File: config.mk
export PLATFORM = sky130hd
export DESIGN_NAME = prog_updown_counter
export DESIGN_NICKNAME = d
export VERILOG_FILES = /design/src/rtl/udc_pkg.sv /design/src/rtl/udc_next_val.sv /design/src/rtl/prog_updown_counter.sv
export SDC_FILE = /design/constraint.sdc
export NUM_CORES = 1
export LEC_CHECK = 0
export BUFFER_PORTS_ARGS = -buffer_cell sky130_fd_sc_hd__buf_2
export CAP_MARGIN = 5
export CORE_MARGIN = 4
export CORE_UTILIZATION = 55
export DETAILED_ROUTE_END_ITERATION = 8
export PLACE_DENSITY = 0.74
export SYNTH_ARGS = -nofsm -noshare
export SYNTH_HDL_FRONTEND = slang
export SYNTH_SLANG_ARGS = --single-unit
File: constraint.sdc
create_clock -name clk -period 15.65 [get_ports clk]
set_input_delay 0.7825 -clock clk [delete_from_list [all_inputs] [get_ports clk]]
set_output_delay 0.7825 -clock clk [all_outputs]
set_load 0.01 [all_outputs]
File: src/rtl/udc_pkg.sv
// Shared types for the programmable up/down counter.
// Used by prog_updown_counter and udc_next_val.
package udc_pkg;

    typedef enum logic {
        UP   = 1'b0,
        DOWN = 1'b1
    } direction_t;

    typedef enum logic {
        ONE_SHOT = 1'b0,
        RELOAD   = 1'b1
    } mode_t;

    typedef enum logic [1:0] {
        READY = 2'd0,
        BUSY  = 2'd1,
        DONE  = 2'd2,
        ERROR = 2'd3
    } status_t;

    typedef enum logic [1:0] {
        NO_ERR   = 2'd0,
        UP_ERR   = 2'd1,
        DOWN_ERR = 2'd2,
        STEP_ERR = 2'd3
    } err_t;

    typedef logic [1:0] state_t;

    localparam state_t ST_IDLE  = 2'd0;
    localparam state_t ST_RUN   = 2'd1;
    localparam state_t ST_DONE  = 2'd2;
    localparam state_t ST_ERROR = 2'd3;

    // Externally visible status for each FSM state.
    function automatic status_t state_to_status(input state_t s);
        status_t st;
        case (s)
            ST_IDLE:  st = READY;
            ST_RUN:   st = BUSY;
            ST_DONE:  st = DONE;
            default:  st = ERROR;
        endcase
        return st;
    endfunction

endpackage

File: src/rtl/udc_next_val.sv
// Next-count arithmetic: advances by step toward end_i, clamping to end_i
// so the unsigned count never overshoots or wraps.
module udc_next_val
    import udc_pkg::*;
#(
    parameter int unsigned WIDTH = 32
) (
    input  logic [WIDTH-1:0] cnt_i,
    input  logic [WIDTH-1:0] end_i,
    input  logic [WIDTH-1:0] step_i,
    input  direction_t       dir_i,
    output logic [WIDTH-1:0] next_cnt_c,
    output logic             at_end_c,
    output logic             hit_end_c
);

    logic [WIDTH-1:0] dist_c;
    logic             past_end_c;

    always_comb begin
        dist_c     = '0;
        past_end_c = 1'b0;
        next_cnt_c = cnt_i;
        at_end_c   = (cnt_i == end_i);

        // Distance is taken before any add/subtract; a count already beyond
        // end_i is pulled straight back onto it rather than stepping further.
        if (dir_i == UP) begin
            past_end_c = (cnt_i > end_i);
            dist_c     = end_i - cnt_i;
        end else begin
            past_end_c = (cnt_i < end_i);
            dist_c     = cnt_i - end_i;
        end

        hit_end_c = past_end_c || (dist_c <= step_i);

        if (hit_end_c) begin
            next_cnt_c = end_i;
        end else if (dir_i == UP) begin
            next_cnt_c = cnt_i + step_i;
        end else begin
            next_cnt_c = cnt_i - step_i;
        end
    end

endmodule

File: src/rtl/prog_updown_counter.sv
// Programmable up/down counter with one-shot and reload modes.
// Optional PROG_UDC_RELOAD_CNT_EN adds a saturating reload_count output.
module prog_updown_counter
    import udc_pkg::*;
#(
    parameter int unsigned WIDTH = 32,
    parameter int unsigned RLD_W = 16
) (
    input  logic             clk,
    input  logic             rst_n,
    input  logic             clear,
    input  logic             start,
    input  logic             en,
    input  direction_t       direction,
    input  mode_t            mode,
    input  logic [WIDTH-1:0] start_val,
    input  logic [WIDTH-1:0] end_val,
    input  logic [WIDTH-1:0] step,
    output logic [WIDTH-1:0] cnt,
    output status_t          status,
    output err_t             error_status,
    output logic             done_pulse
`ifdef PROG_UDC_RELOAD_CNT_EN
   ,output logic [RLD_W-1:0] reload_count
`endif
);

    if (WIDTH < 1) begin : g_bad_width
        $error("WIDTH must be at least 1");
    end
    if (RLD_W < 1) begin : g_bad_rld_w
        $error("RLD_W must be at least 1");
    end

    state_t           state_q,  state_d;
    status_t          status_q, status_d;
    err_t             err_q,    err_d;
    logic [WIDTH-1:0] cnt_q,    cnt_d;
    logic             done_q,   done_d;

    logic [WIDTH-1:0] start_q,  start_d;
    logic [WIDTH-1:0] end_q,    end_d;
    logic [WIDTH-1:0] step_q,   step_d;
    direction_t       dir_q,    dir_d;
    mode_t            mode_q,   mode_d;

    logic [WIDTH-1:0] next_cnt_c;
    logic             at_end_c;
    logic             hit_end_c;
    err_t             start_err_c;

`ifdef PROG_UDC_RELOAD_CNT_EN
    logic [RLD_W-1:0] rld_q, rld_d;
`endif

    udc_next_val #(
        .WIDTH (WIDTH)
    ) u_next_val (
        .cnt_i      (cnt_q),
        .end_i      (end_q),
        .step_i     (step_q),
        .dir_i      (dir_q),
        .next_cnt_c (next_cnt_c),
        .at_end_c   (at_end_c),
        .hit_end_c  (hit_end_c)
    );

    // Config sanity check on the raw inputs, first failing rule wins.
    always_comb begin
        start_err_c = NO_ERR;
        if ((direction == UP) && (end_val < start_val)) begin
            start_err_c = UP_ERR;
        end else if ((direction == DOWN) && (end_val > start_val)) begin
            start_err_c = DOWN_ERR;
        end else if (step == '0) begin
            start_err_c = STEP_ERR;
        end
    end

    // Next-state and output logic.
    always_comb begin
        state_d = state_q;
        cnt_d   = cnt_q;
        err_d   = err_q;
        done_d  = 1'b0;
        start_d = start_q;
        end_d   = end_q;
        step_d  = step_q;
        dir_d   = dir_q;
        mode_d  = mode_q;
`ifdef PROG_UDC_RELOAD_CNT_EN
        rld_d   = rld_q;
`endif

        if (clear) begin
            state_d = ST_IDLE;
            cnt_d   = '0;
            err_d   = NO_ERR;
`ifdef PROG_UDC_RELOAD_CNT_EN
            rld_d   = '0;
`endif
        end else begin
            case (state_q)
                ST_IDLE, ST_DONE: begin
                    if (start) begin
                        start_d = start_val;
                        end_d   = end_val;
                        step_d  = step;
                        dir_d   = direction;
                        mode_d  = mode;
                        err_d   = start_err_c;
`ifdef PROG_UDC_RELOAD_CNT_EN
                        rld_d   = '0;
`endif
                        if (start_err_c != NO_ERR) begin
                            state_d = ST_ERROR;
                        end else begin
                            state_d = ST_RUN;
                            cnt_d   = start_val;
                        end
                    end
                end
                ST_RUN: begin
                    if (en) begin
                        if (at_end_c) begin
                            done_d = 1'b1;
                            if (mode_q == ONE_SHOT) begin
                                state_d = ST_DONE;
                            end else begin
                                cnt_d = start_q;
`ifdef PROG_UDC_RELOAD_CNT_EN
                                if (!(&rld_q)) begin
                                    rld_d = rld_q + RLD_W'(1);
                                end
`endif
                            end
                        end else begin
                            cnt_d = hit_end_c ? end_q : next_cnt_c;
                        end
                    end
                end
                ST_ERROR: begin
                    state_d = ST_ERROR;
                end
                default: begin
                    state_d = ST_IDLE;
                end
            endcase
        end

        status_d = state_to_status(state_d);
    end

    always_ff @(posedge clk or negedge rst_n) begin
        if (!rst_n) begin
            state_q  <= ST_IDLE;
            status_q <= READY;
            err_q    <= NO_ERR;
            cnt_q    <= '0;
            done_q   <= 1'b0;
            start_q  <= '0;
            end_q    <= '0;
            step_q   <= '0;
            dir_q    <= UP;
            mode_q   <= ONE_SHOT;
        end else begin
            state_q  <= state_d;
            status_q <= status_d;
            err_q    <= err_d;
            cnt_q    <= cnt_d;
            done_q   <= done_d;
            start_q  <= start_d;
            end_q    <= end_d;
            step_q   <= step_d;
            dir_q    <= dir_d;
            mode_q   <= mode_d;
        end
    end

`ifdef PROG_UDC_RELOAD_CNT_EN
    always_ff @(posedge clk or negedge rst_n) begin
        if (!rst_n) begin
            rld_q <= '0;
        end else begin
            rld_q <= rld_d;
        end
    end

    assign reload_count = rld_q;
`endif

    assign cnt          = cnt_q;
    assign status       = status_q;
    assign error_status = err_q;
    assign done_pulse   = done_q;

endmodule

Word level (Yosys, flattened, before mapping). Cells that the tools add are included.

$add $sub $neg: 4. Multipliers: 0. Div/mod/pow operators: 0. Order comparisons: 5. Equal/unequal tests: 10. Shifts and indexed selects: 0. Mux-type cells: 29. Bitwise operators: 2. Reduce and logical (&&, ||, !) cells: 14.

Operator list (count): $mux 32 (9); $sub 32x32->32 (3); $gt 32x32->1 (2); $lt 32x32->1 (2); $pmux 32 s2 (1); $add 32x32->32 (1); $eq 32x32->1 (1); $le 32x32->1 (1); $logic_not 32->1 (1); $mux 2 (12); $pmux 2 s3 (2); $ne 3x3->1 const B (3); $eq 2x2->1 const B (3); $reduce_bool 2->1 (3); $mux 1 (5); $reduce_and 5->1 (1); $eq 2x1->1 const B (2); $logic_not 2->1 (2); $ne 4x4->1 const B (1); $reduce_and 3->1 (1); $reduce_bool 3->1 (1); $logic_and 1x1->1 (2); $not 1->1 (2); $reduce_and 2->1 (1); 2 further kinds (2).

Register bits: 137. Latch bits: 0. Bits in writable memories: 0. ROM bits: 0. Word-level logic and storage cells: 74. Memories: 0.

Logic depth before layout (Yosys ltp). Gate-level depths: netlist (run 1).

Word-level depth: 11. Depth in mapped cells: 27. Mapped depth without buffers: 25.

By module. A second synthesis (run 1) with hierarchy kept.

Cells, all modules: 1699. Area total of the unflattened synthesis: 14370.0 um^2.

By module, submodules not included: prog_updown_counter (times used 1, cells an instance 628, area each 7265.7 um^2); udc_next_val (times used 1, cells an instance 1071, area each 7104.3 um^2).

Least setup slack after synthesis (run 1). No wires, ideal clock.

Kind: reg2reg. Start: reg cnt_q[1], in the netlist cnt[1]. End: reg cnt_q[25], in the netlist cnt[25]. Setup time: 0.134 ns. Arrival time: 4.958 ns. Required time: 15.516 ns. Slack: 10.558 ns. Cell stages (with the launch flop): 26. Buffers on the path: 2. Period minus slack after synthesis: 5.092 ns. Cells stage by stage: dfrtp_1 > inv_1 > ha_1 > nor2b_1 > o21ai_0 > a21boi_0 > o32a_1 > a221o_1 > a31o_2 > nor3b_1 > a21oi_1 > o41ai_1 > xor2_1 > ha_1 > nand4_1 > nor4_1 > a221oi_1 > o2111ai_1 > o211ai_1 > a211oi_4 > buf_6 > buf_6 > mux2i_1 > a21oi_1 > a21oi_1 > o22ai_1.

Cells in the longest elaborated chain, start to end: 9.

RTL lines: start, declared (RTL line prog_updown_counter.sv:38) `logic [WIDTH-1:0] cnt_q, cnt_d;`; start signal, assigned (RTL line prog_updown_counter.sv:170) `cnt_q <= cnt_d;`; $sub 32x32->32, on equally long branches (RTL line udc_next_val.sv:30, udc_next_val.sv:33); $mux 32 (RTL line udc_next_val.sv:28) `if (dir_i == UP) begin`; $le 32x32->1 (RTL line udc_next_val.sv:36) `hit_end_c = past_end_c || (dist_c <= step_i);`; $logic_or 1x1->1 (RTL line udc_next_val.sv:36); $mux 32 (RTL line prog_updown_counter.sv:138) `cnt_d = hit_end_c ? end_q : next_cnt_c;`; $mux 32 (RTL line prog_updown_counter.sv:125) `if (at_end_c) begin`; $mux 32 (RTL line prog_updown_counter.sv:124) `if (en) begin`; $pmux 32 s2 (RTL line prog_updown_counter.sv:103) `case (state_q)`; $mux 32 (RTL line prog_updown_counter.sv:95) `if (clear) begin`.

Parallel ways exist; a longest one is shown, timed or not. The select of a mux whose other input is x is not followed. A chain may end at the register's enable or synchronous reset.

Worst setup path in the final report (run 1).
Start: reg cnt_q[1], in the netlist cnt[1]. End: reg cnt_q[19], in the netlist cnt[19].

The elaborated chain is that of the path after synthesis.

==> results.json, run 1 <==
{
  "synthTopCellsByArea": "dfrtp_1, ha_1, a21oi_1",
  "synth-async-reset-ratio": 1.00,
  "critPathCapture": "cnt[19]",
  "yosysTopAreaCellShare": 0.252,
  "reg2reg_from": "cnt[1]",
  "crit_path_start": "cnt[1]",
  "finalSetupTns_ns": 0,
  "initial_utilization": 0.556,
  "dp_slack_ns": 9.42,
  "postSynthCellCount": 1697,
  "report.final.slew_viol_count": 0,
  "yosysSeqAreaShare": 0.252,
  "tightest_slew_ns": 1.04,
  "postPlaceCellArea_sq_um": 14300,
  "row_count": 57,
  "critPathArrivalTime_ns": 6.71,
  "via_per_inst": 6.28,
  "fmax_mhz": 157,
  "synthFlopType": "dfrtp_1",
  "layout_commonest_cell": "a21oi_1",
  "hpwl_um": 35300,
  "syn_area_per_cell_sq_um": 7.94,
  "clock_path_buffers": 2,
  "cts.clk_slew.worst_paths_ns": 0.07,
  "finalCriticalPeriod_ns": 6.38,
  "hp-class": "in -> async",
  "cts_made_buffers": 17,
  "layout_setup_ws_ns": 9.27,
  "grt_setup_unrepaired": "false",
  "drcViolationCount": 0,
  "drive_above_1_share": 0.137,
  "htreeDepth": 4,
  "die_x_um": 165,
  "fp.dieH_um": 165,
  "powerDensity_nw_per_um2": 149,
  "cts_tree": "yes",
  "yosysUniqueCellTypes": 71,
  "setup_viol": 0,
  "grtUsageTotal": 0.332,
  "fin_crit_sh": 0.408,
  "dr.pass1.iters": 5,
  "place.gp.congestion": 1.01,
  "cellLeakagePower_nw": 6.91,
  "grt_overflow": 0,
  "status": "finished, final reports clean",
  "post_drt_wl_per_cell_um": 21.4,
  "grt_pass1_vias": 12461,
  "fp.coreArea_sq_um": 24200,
  "cts_sinks": 136,
  "area_growth_pct": 10.3,
  "yosys_register_bits": 136,
  "fin_cells": 2115,
  "reg2regPathDepth": 23,
  "fin_hold_ws_ns": 0.342,
  "dr.first_iter.drc_count": 1459,
  "antenna_found_initial": 0,
  "grt_pass1_wl_um": 70000,
  "syn_area_sq_um": 13500,
  "utilization": 0.613,
  "place_inst": 2083,
  "final_cell_mix": "a21oi_1, ha_1, o21ai_0",
  "hold_violations": 0,
  "fin_area_sq_um": 14900,
  "antenna_left": 0,
  "synth_nets": 1962,
  "hold_buffers": 0,
  "synth_edf_count": 0,
  "die-area_sq_um": 27100,
  "diodes": 0,
  "regArea_sq_um": 3400,
  "timing.rr.end": "cnt[19]",
  "final.fill_count": 2298,
  "max_slew_margin": 0.304,
  "rrSetupSlack_ns": 9.27,
  "vias": 13291,
  "crit_path_end_kind": "flip-flop",
  "skew_ns": 0.0150,
  "grt_start_max_net_pins": 85,
  "start_kind": "flip-flop",
  "yosys.area.top_type": "dfrtp_1",
  "io_pins": 140,
  "power.total_mw": 2.21,
  "cts_root_buf": "clkbuf_16",
  "worstPathRequired_ns": 15.98,
  "cp_max_fo": 41,
  "wirelength_um": 45300,
  "drv_cap": 0,
  "io_buffers": 139,
  "cts_resized": 0,
  "nets": 2043,
  "multi_input_area_sq_um": 9130,
  "crit_type": "reg -> reg",
  "vdd_drop_max_mv": 0.0954,
  "ys_warn_count": 0,
  "post_cts_buffers": 0,
  "clk-insertion-delay-late_ns": 0.44
}
cell usage after synthesis, drive strengths merged, types with 19 or more instances:
cell type and count:
a21oi 186, o21ai 170, ha 159, nand2 156
inv 154, dfrtp 136, nor2 88, xnor2 69
clkbuf 67, a21o 55, nand4 40, mux2 39
nor3 26, mux2i 25, a31oi 24, o21bai 24
buf 21, o211ai 21, xor2 21, nand3 20
o31ai 19
power breakdown:
group	internal (mW)	leakage [nW]	switching, mW	total [mW]
Clock	0.209	0.261	0.189	0.398
Combinational	0.528	4.96	0.814	1.34
Sequential	0.409	1.68	0.0634	0.473
Total	1.15	6.91	1.07	2.21
final cells by class:
cell class              count  area share
flip-flops and latches    136       0.229
clock inverters            14     0.00875
repair buffers            150      0.0528
inverters                 154      0.0389
well taps                 324      0.0273
clock buffers              18      0.0289
multi-input cells        1319       0.614
worst max-delay path: stages (launching register included):
cell and delay, ns:
dfrtp_1 0.44, inv_1 0.16, ha_1 0.37, nor2b_1 0.14
o21ai_0 0.18, a21boi_0 0.16, o41ai_1 0.48, inv_1 0.11
or3_1 0.36, a41oi_1 0.32, o21ai_0 0.22, a21oi_1 0.20
xnor2_1 0.09, ha_1 0.31, nand4_1 0.13, nor4_1 0.55
o21ai_0 0.21, nand4_1 0.13, o211ai_1 0.13, a211oi_4 0.16
buf_4 0.59, a211oi_1 0.17, or3_1 0.39, a311oi_1 0.26
sequential cells by signal, indices dropped and copies added (netlist names):
name,count
cnt,32
end_q,32
start_q,32
step_q,32
error_status,2
status,2
dir_q,1
done_pulse,1
mode_q,1
state_q,1
per-layer routing:
metal / track usage / vias up / wire [um] / share of wire
met3: 0.0774 / 65 / 4720 / 0.10
met1: 0.507 / 6298 / 21300 / 0.47
met5: 0 / - / 0 / 0
li1: - / 6239 / - / -
met4: 0.0949 / 0 / 1020 / 0.022
met2: 0.466 / 689 / 18300 / 0.40
cell families after synthesis:
| logic type | Yosys count | share of synthesized area |
|---|---|---|
| buf+inv | 242 | 0.0708 |
| flops | 136 | 0.252 |
| compound gates | 585 | 0.266 |
| mux | 64 | 0.0511 |
| fa+ha+maj | 162 | 0.152 |
| xor+xnor | 90 | 0.0585 |
| simple gates | 418 | 0.149 |
how the worst min path moves through the flow:
stage | cells past startpoint | slack (ns) | endpoint
after global placement | 1 | 0.48 | start_q[5]
after CTS | 1 | 0.35 | end_q[26]
final | 1 | 0.34 | start_q[29]
after global routing | 1 | 0.39 | step_q[28]
after floorplan | 1 | 0.48 | start_q[2]
after detailed placement | 1 | 0.49 | start_q[3]
No activity file was read; power rests on OpenSTA's default activity.
==> run 2: changes to the inputs <==
Settings changed: PLACE_DENSITY 0.74 to 0.77.
Clock period 15.65 ns to 5.5 ns, I/O delays scaled along.
==> run 2 against run 1 <==
Net effect: count of clock-buffer cells in the layout is 1 lower; clock skew is 0.013 ns higher; final cell count is 3.4% higher; die area stayed put; non-clock buffer count is 72 higher; maximum frequency is 20% higher; register-to-register slack worse by 9.1 ns; setup slack worse by 9.1 ns.
==> results.json, run 2 (same netlist as run 1, synthesis figures left out) <==
{
  "tightest_slew_ns": 0.922,
  "skew_ns": 0.0275,
  "slowest_delay_ns": 0.40,
  "crit_path_end_kind": "flip-flop",
  "start_kind": "flip-flop",
  "postPlaceCellArea_sq_um": 14800,
  "final_cell_mix": "a21oi_1, nand2_1, ha_1",
  "io_pins": 140,
  "hpwl_um": 36800,
  "fin_hold_ws_ns": 0.0540,
  "drv_cap": 0,
  "slowest_stage": "dfrtp_1",
  "max_slew_margin": 0.385,
  "dr.first_iter.drc_count": 1681,
  "cts_root_buf": "clkbuf_16",
  "fin_crit_sh": 0.969,
  "nets": 2115,
  "grt_setup_unrepaired": "true",
  "drcViolationCount": 0,
  "hold_violations": 0,
  "clk-insertion-delay-late_ns": 0.45,
  "fp.dieH_um": 165,
  "row_count": 57,
  "cts_made_buffers": 17,
  "finalCriticalPeriod_ns": 5.33,
  "status": "finished, final reports clean",
  "place.gp.congestion": 1.04,
  "io_buffers": 139,
  "critPathArrivalTime_ns": 5.65,
  "regArea_sq_um": 3410,
  "cts_sinks": 136,
  "multi_input_area_sq_um": 9390,
  "fin_area_sq_um": 15800,
  "timing.rr.end": "cnt[8]",
  "fp.coreArea_sq_um": 24200,
  "worstPathRequired_ns": 5.82,
  "via_per_inst": 6.27,
  "grt_pass1_vias": 12869,
  "initial_utilization": 0.556,
  "grt_pass1_wl_um": 72900,
  "antenna_left": 0,
  "grt_start_max_net_pins": 94,
  "die-area_sq_um": 27100,
  "reg2reg_from": "cnt[1]",
  "powerDensity_nw_per_um2": 450,
  "diodes": 0,
  "crit_top_cell": "a21oi_1",
  "vias": 13713,
  "cts.clk_slew.worst_paths_ns": 0.07,
  "critPathCapture": "cnt[8]",
  "grtUsageTotal": 0.348,
  "reg2regPathDepth": 27,
  "cts_tree": "yes",
  "cp_max_fo": 5,
  "area_growth_pct": 17.3,
  "vdd_drop_max_mv": 0.250,
  "hp-class": "in -> reg",
  "wirelength_um": 47900,
  "die_x_um": 165,
  "fmax_mhz": 188,
  "utilization": 0.652,
  "cellLeakagePower_nw": 7.38,
  "layout_commonest_cell": "a21oi_1",
  "dr.pass1.iters": 6,
  "final.fill_count": 2132,
  "report.final.slew_viol_count": 0,
  "clock_path_buffers": 2,
  "crit_path_start": "cnt[1]",
  "setup_viol": 0,
  "grt_overflow": 0,
  "drive_above_1_share": 0.198,
  "htreeDepth": 4,
  "crit_type": "reg -> reg",
  "rrSetupSlack_ns": 0.17,
  "antenna_found_initial": 0,
  "finalSetupTns_ns": 0,
  "post_drt_wl_per_cell_um": 21.9
}
[run 2: worst min-delay path by stage]
stage	start	endpoint	cells after the start
6_report	step[24]	step_q[24]	3
5_1_grt	step[27]	step_q[27]	3
4_1_cts	step[1]	step_q[1]	3
3_5_place_dp	rst_n	step_q[28]	1
3_3_place_gp	rst_n	step_q[28]	1
2_1_floorplan	rst_n	cnt[0]	0
[run 2: power breakdown]
part | switching, mW | internal [mW] | total [mW]
combinational | 2.55 | 1.89 | 4.44
clock | 0.555 | 0.782 | 1.34
sequential | 0.181 | 1.17 | 1.35
[run 2: layout make-up]
cell class              count  area share
well taps                 324      0.0256
clock inverters            15      0.0146
inverters                 154      0.0365
flip-flops and latches    136       0.215
repair buffers            222      0.0875
clock buffers              17      0.0269
multi-input cells        1319       0.594
[run 2: what timing repair did]
| action | in CTS | in global routing |
|---|---|---|
| resized for setup | 8 | 65 |
| gates cloned | 0 | 1 |
| hold buffers | 1 | 0 |
| pin swaps | 3 | 49 |
| hold endpoints to repair | 74 | 0 |
| setup endpoints to repair | 9 | 32 |
| setup buffers | 0 | 12 |
[run 2: per-stage QoR]
stage / cells / setup WS, ns / total power, mW
after detailed placement: 2141 / -0.114 / 5.31
after global placement: 2141 / 0.0235 / 5.23
after floorplan: 1697 / 0.408 / 4.10
final: 2187 / 0.171 / 7.13
after CTS: 2174 / 0.00371 / 6.69
after global routing: 2187 / -0.111 / 7.57
[run 2: worst max-delay path: cells and delay by family (launching register included)]
family	cells	cell delay, ns
xor gates and xnor gates	1	0.12
buffers and inverters	5	0.67
muxes	1	0.23
and+or+nand+nor	5	0.77
adders and majority gates	2	0.53
AOI/OAI and AO/OA	13	2.45
DFF	1	0.40
[run 2: layer usage]
layer / vias to the layer above / global-route usage / share of wire
met5: - / 0 / 0
met2: 743 / 0.489 / 0.41
met4: 0 / 0.0862 / 0.024
met1: 6491 / 0.528 / 0.45
met3: 93 / 0.0941 / 0.11
li1: 6386 / - / -
